### config.mk
export PLATFORM = sky130hd
export DESIGN_NAME = channel_demux
export DESIGN_NICKNAME = d
export VERILOG_FILES = /design/src/rtl/channel_demux_pkg.sv /design/src/rtl/demux_slot.sv /design/src/rtl/channel_demux.sv
export SDC_FILE = /design/constraint.sdc
export NUM_CORES = 1
export LEC_CHECK = 0
export CAP_MARGIN = 15
export CORE_ASPECT_RATIO = 2
export CORE_MARGIN = 1.5
export CORE_UTILIZATION = 39
export CTS_CLUSTER_DIAMETER = 200
export DETAILED_ROUTE_END_ITERATION = 10
export PLACE_DENSITY = 0.83
export SYNTH_ARGS = -nofsm -noshare
export SYNTH_HDL_FRONTEND = slang
export SYNTH_SLANG_ARGS = --single-unit
export TNS_END_PERCENT = 50
### constraint.sdc
create_clock -name clk -period 1.7 [get_ports clk]
set_input_delay 0.17 -clock clk [delete_from_list [all_inputs] [get_ports clk]]
set_output_delay 0.17 -clock clk [all_outputs]
set_load 0.05 [all_outputs]
### src/rtl/channel_demux_pkg.sv
// Shared constants and the slot state type for the four-channel demultiplexer.
package channel_demux_pkg;

    localparam int NUM_CH = 4;
    localparam int ADDR_W = 2;
    localparam int CNT_W  = 8;

    typedef enum logic {
        EMPTY = 1'b0,
        FULL  = 1'b1
    } slot_state_e;

endpackage

### src/rtl/demux_slot.sv
// One-entry output slot: loads a word, holds it until drained, and accepts a
// replacement in the same cycle as a drain.
module demux_slot
    import channel_demux_pkg::*;
#(
    parameter int WIDTH = 8
) (
    input  logic             clk,
    input  logic             reset_n,
    input  logic             load,
    input  logic             drain,
    input  logic [WIDTH-1:0] data_in,
    output logic             full,
    output logic [WIDTH-1:0] data_out
);

    slot_state_e      state_r;
    logic [WIDTH-1:0] data_r;

    // Slot state and payload register; a load wins over a drain so there is no bubble.
    always_ff @(posedge clk or negedge reset_n) begin
        if (!reset_n) begin
            state_r <= EMPTY;
            data_r  <= {WIDTH{1'b0}};
        end else begin
            case (state_r)
                EMPTY: begin
                    if (load) begin
                        state_r <= FULL;
                        data_r  <= data_in;
                    end else begin
                        state_r <= EMPTY;
                    end
                end
                FULL: begin
                    if (load) begin
                        data_r <= data_in;
                    end else if (drain) begin
                        state_r <= EMPTY;
                    end else begin
                        state_r <= FULL;
                    end
                end
                default: begin
                    state_r <= EMPTY;
                end
            endcase
        end
    end

    assign full     = (state_r == FULL);
    assign data_out = data_r;

endmodule

### src/rtl/channel_demux.sv
// Routes an input stream to four independent one-entry output slots by address.
// Optional per-channel delivery counters are enabled by CHANNEL_DEMUX_COUNT_EN.
module channel_demux
    import channel_demux_pkg::*;
#(
    parameter int WIDTH = 8
) (
    input  logic                    clk,
    input  logic                    reset_n,
    input  logic                    in_valid,
    output logic                    in_ready,
    input  logic [ADDR_W-1:0]       in_addr,
    input  logic [WIDTH-1:0]        in_data,
    output logic [NUM_CH-1:0]       out_valid,
    input  logic [NUM_CH-1:0]       out_ready,
    output logic [NUM_CH*WIDTH-1:0] out_data,
    output logic [NUM_CH*CNT_W-1:0] xfer_cnt
);

    logic [NUM_CH-1:0] full_s;
    logic [NUM_CH-1:0] load_s;
    logic [NUM_CH-1:0] drain_s;

    // A slot can take a word when empty or when its sink drains it this same edge.
    always_comb begin
        in_ready = (~full_s[in_addr]) | out_ready[in_addr];
    end

    // Address decode of an accepted input word onto exactly one slot.
    always_comb begin
        load_s = {NUM_CH{1'b0}};
        if (in_valid && in_ready) begin
            load_s[in_addr] = 1'b1;
        end else begin
            load_s = {NUM_CH{1'b0}};
        end
    end

    assign drain_s   = full_s & out_ready;
    assign out_valid = full_s;

    for (genvar k = 0; k < NUM_CH; k++) begin : g_slot
        demux_slot #(
            .WIDTH (WIDTH)
        ) u_slot (
            .clk      (clk),
            .reset_n  (reset_n),
            .load     (load_s[k]),
            .drain    (drain_s[k]),
            .data_in  (in_data),
            .full     (full_s[k]),
            .data_out (out_data[k*WIDTH +: WIDTH])
        );
    end

`ifdef CHANNEL_DEMUX_COUNT_EN
    logic [CNT_W-1:0] cnt_r [NUM_CH];

    // Delivered-word counters, wrapping naturally at the counter width.
    always_ff @(posedge clk or negedge reset_n) begin
        if (!reset_n) begin
            for (int k = 0; k < NUM_CH; k++) begin
                cnt_r[k] <= {CNT_W{1'b0}};
            end
        end else begin
            for (int k = 0; k < NUM_CH; k++) begin
                if (drain_s[k]) begin
                    cnt_r[k] <= cnt_r[k] + {{(CNT_W-1){1'b0}}, 1'b1};
                end else begin
                    cnt_r[k] <= cnt_r[k];
                end
            end
        end
    end

    for (genvar k = 0; k < NUM_CH; k++) begin : g_cnt
        assign xfer_cnt[k*CNT_W +: CNT_W] = cnt_r[k];
    end
`else
    assign xfer_cnt = {(NUM_CH*CNT_W){1'b0}};
`endif

endmodule

==> metrics.log <==
INFO  metric gp_routability_congestion = 0.8280
INFO  metric layout_worst_path_cycle_share = between 90% and 100%
INFO  metric grt-ovfl-total = 0
INFO  metric max_cap_violations = 0
INFO  metric maxClockFrequency = just over 600 MHz
INFO  metric route.vias.total = 1012
INFO  metric cts_buffer_depth = 2
INFO  metric reg2reg_slack = ~0.37 ns
INFO  metric grt_pass1_vias = 967
INFO  metric drive_above_1_share = a little under a third
INFO  metric timing.critical_path.to_type = output port
INFO  metric grt_pass1_wl = around 4700 um
INFO  metric maxSlewViolCount = 0
INFO  metric final.setup_skew = between 0.007 and 0.008 ns
INFO  metric synth_area = 0.001675 sq mm
INFO  metric post_layout_nonfiller_instances = ~240
INFO  metric cts_max_level = 2
INFO  metric fill_cells = ~380
INFO  metric area_growth_syn_to_layout = 34.28%
INFO  metric crit_slowest_cell = sky130_fd_sc_hd__clkdlybuf4s50_1
INFO  metric numCtsBuffers = 5
INFO  metric critPathRequiredTime = around 1.5 ns
INFO  metric timing.final.crit_period = between 1.5 and 2 ns
INFO  metric remaining_drc_errors = 0
INFO  metric worstReg2RegEnd = g_slot[1].u_slot.data_out[1]
INFO  metric cpPeakStageDelay = ~0.81 ns
INFO  metric syn_inst = between 100 and 150
INFO  metric critical_path.max_fanout = 2
INFO  metric worst_slew_margin_rel = 64.91%
INFO  metric placement_row_count = 33
INFO  metric post_synth_num_cell_types = 14
INFO  metric detail-route-antenna-nets = 0
INFO  metric drt_first_iter_violations = 7
INFO  metric drt_pass1_iterations = 3
INFO  metric worst_pin_slew = 0.5247 ns
INFO  metric total_die_area = approximately 0.0047 sq mm
INFO  metric yosys_warnings = 0
INFO  metric regToRegStartpoint = g_slot[1].u_slot.full
INFO  metric setup_repair_after_global_routing_missed_its_margin = false
INFO  metric finish.instance_area = between 0.002 and 0.0025 sq mm
INFO  metric cts.root.buffer_cell = sky130_fd_sc_hd__clkbuf_8
INFO  metric fp.coreArea = around 0.0041 sq mm
INFO  metric avgRoutedWirePerCell = about 13 um
INFO  metric vdd_ir_drop_max = 0.7349 mV
INFO  metric post-route-util = between 50% and 60%
INFO  metric final-hold-violation-count = 0
INFO  metric timing_worst_setup_path_type = reg -> out
INFO  metric clkLatencyLatePin = 0.28 ns
INFO  metric finalSetupViolations = 0
INFO  metric die_width = between 40 and 50 um
INFO  metric critPathBufInv = 1
INFO  metric dpl.hpwl = roughly 2300 um
INFO  metric place.detailed.instances = roughly 230
INFO  metric wp_data_arrival = about 1.5 ns
INFO  metric antenna_violations_before_repair = 0
INFO  metric crit_path_cell_trace = clkdlybuf4s50_1
INFO  metric diodes = 0
INFO  metric reg2reg_depth = 4
INFO  metric netlist.area_leader.share = a little over half
INFO  metric num_io_pins = 86
INFO  metric clkTransAtPathRegs = 0.07 ns
INFO  metric yosys_register_bits = 36
INFO  metric place_area = around 0.0021 sq mm
INFO  metric port_buffers = 53
INFO  metric pin_count_of_the_biggest_net_entering_global_routing = 37
INFO  metric synth.yosys.seq_area_share = roughly 54%
INFO  metric synth_top_cell_by_area = sky130_fd_sc_hd__dfrtp_1
INFO  metric critical_path.top_delay_family = buffers and inverters
INFO  metric hold_path_end = g_slot[2].u_slot.full
INFO  metric floorplan.initialDensity = 40.58%
INFO  metric status = finished clean
INFO  metric worstHoldStart = in_addr[1]
INFO  metric power.leakage = between 0.001 and 0.0015 uW
INFO  metric cp-start-kind = flip-flop
INFO  metric routed_wirelength = roughly 3000 um
INFO  metric worst_hold_path.num_cells = 3
INFO  metric finish.net_count = between 200 and 250
INFO  metric synthesized_area_per_cell = between 10 and 15 sq um
INFO  metric clock_tree_from_tritoncts = done
INFO  metric detail_route.vias_per_cell = 4.252
INFO  metric gr-usage-all-layers = roughly an eighth
INFO  metric hold_path_class = in -> reg
INFO  metric synth_area_leaders = sky130_fd_sc_hd__dfrtp_1 54%, sky130_fd_sc_hd__mux2_2 22%, sky130_fd_sc_hd__buf_4 16%
INFO  metric cts_num_sinks = 36
INFO  metric die_h = between 90 and 100 um
INFO  metric power.density_cell_area = around 1400 mW/mm^2
==> synth_stat cells <==
| cell | instances |
|---|---|
| sky130_fd_sc_hd__nor3b_4 | 1 |
| sky130_fd_sc_hd__conb_1 | 1 |
| sky130_fd_sc_hd__mux2_2 | 32 |
| sky130_fd_sc_hd__nand3b_2 | 1 |
| sky130_fd_sc_hd__nand2_1 | 5 |
| sky130_fd_sc_hd__buf_2 | 3 |
| sky130_fd_sc_hd__buf_4 | 36 |
| sky130_fd_sc_hd__dfrtp_1 | 36 |
| sky130_fd_sc_hd__nand3_1 | 1 |
| sky130_fd_sc_hd__nand2b_1 | 4 |
| sky130_fd_sc_hd__mux4_2 | 1 |
| sky130_fd_sc_hd__nor2b_1 | 2 |
| sky130_fd_sc_hd__o21ai_0 | 1 |
| sky130_fd_sc_hd__and3_1 | 1 |
==> placed cells by master, fill, tap and decap left out <==
cell type                         count
sky130_fd_sc_hd__dfrtp_1             36
sky130_fd_sc_hd__buf_2                1
sky130_fd_sc_hd__o21ai_0              1
sky130_fd_sc_hd__nor3b_4              1
sky130_fd_sc_hd__nand3b_2             1
sky130_fd_sc_hd__clkinv_2             2
sky130_fd_sc_hd__mux4_2               1
sky130_fd_sc_hd__buf_12               1
sky130_fd_sc_hd__buf_4               13
sky130_fd_sc_hd__mux2_2              32
sky130_fd_sc_hd__nand2b_1             4
sky130_fd_sc_hd__clkbuf_8             6
sky130_fd_sc_hd__conb_1              32
sky130_fd_sc_hd__and3_1               1
sky130_fd_sc_hd__clkdlybuf4s50_1     44
sky130_fd_sc_hd__dlymetal6s2s_1       1
sky130_fd_sc_hd__nand3_1              1
sky130_fd_sc_hd__dlygate4sd3_1        1
sky130_fd_sc_hd__nor2b_1              2
sky130_fd_sc_hd__nand2_1              5
==> state kept, by name, indices dropped and copies added (netlist names) <==
name	count
g_slot.u_slot.data_out	32
g_slot.u_slot.full	4
==> layout make-up <==
class	instances	area, sq um	share of cell area, %
clock buffers	6	82.58	3.671
repair buffers	61	585.6	26.03
multi-input cells	81	605.6	26.92
clock inverters	2	10.01	0.4449
flip-flops and latches	36	900.9	40.04
well taps	52	65.06	2.892
==> logic make-up (layout without fill, tap and decap cells) <==
family                 after synthesis  count (layout)  share of synthesized area [%]
flip-flops                          36              36                          53.77
AND/OR/NAND/NOR                     15              15                          5.825
multiplexers                        33              33                          22.85
other                                1              32                         0.2238
buffers and inverters               39              69                          17.03
AO/OA/AOI/OAI                        1               1                         0.2984
==> worst max path at each step <==
stage / start / to / slack [ns] / cells after the start
final: g_slot[1].u_slot.data_out[6] / out_data[14] / 0.08 / 1
after global routing: g_slot[1].u_slot.data_out[6] / out_data[14] / 0.03 / 1
after CTS: in_addr[1] / in_ready / 0.03 / 3
after detailed placement: in_valid / g_slot[0].u_slot.data_out[7] / -0.02 / 5
after global placement: in_addr[1] / g_slot[1].u_slot.data_out[2] / 0.009 / 5
after floorplan: g_slot[1].u_slot.full / g_slot[1].u_slot.data_out[0] / 0.43 / 3
==> through the flow <==
stage	hold WS (ns)	worst slack [ns]	TNS [ns]	power, uW
final	0.2411	0.08327	0	3094
after global routing	0.2784	0.03262	0	3219
after detailed placement	0.2360	-0.01530	-0.08758	2516
after floorplan	-0.1256	0.4299	0	2129
after CTS	0.4647	0.02536	0	3124
after global placement	0.2312	0.008975	0	2503
==> report_power, final <==
group / switching, uW / total (uW) / internal [uW]
sequential: 84.7 / 1110 / 1030
combinational: 935 / 1380 / 446
clock: 280 / 603 / 323
==> routing by layer <==
metal	share of wire, %	wire (um)	GRT usage (%)
met1	36	1081	14.81
met2	55	1660	24.10
met3	5.9	177	1.863
met4	2.7	80	7.143
met5	0	0	0
==> repair_timing <==
action                                  in CTS  in global routing
endpoints found under the setup margin       0                  1
resized for setup                            0                  1
hold buffers                                 1                  0
hold endpoints to repair                    36                  0
setup buffers                                0                  0
Note: power is estimated with default switching activity, not from simulation.
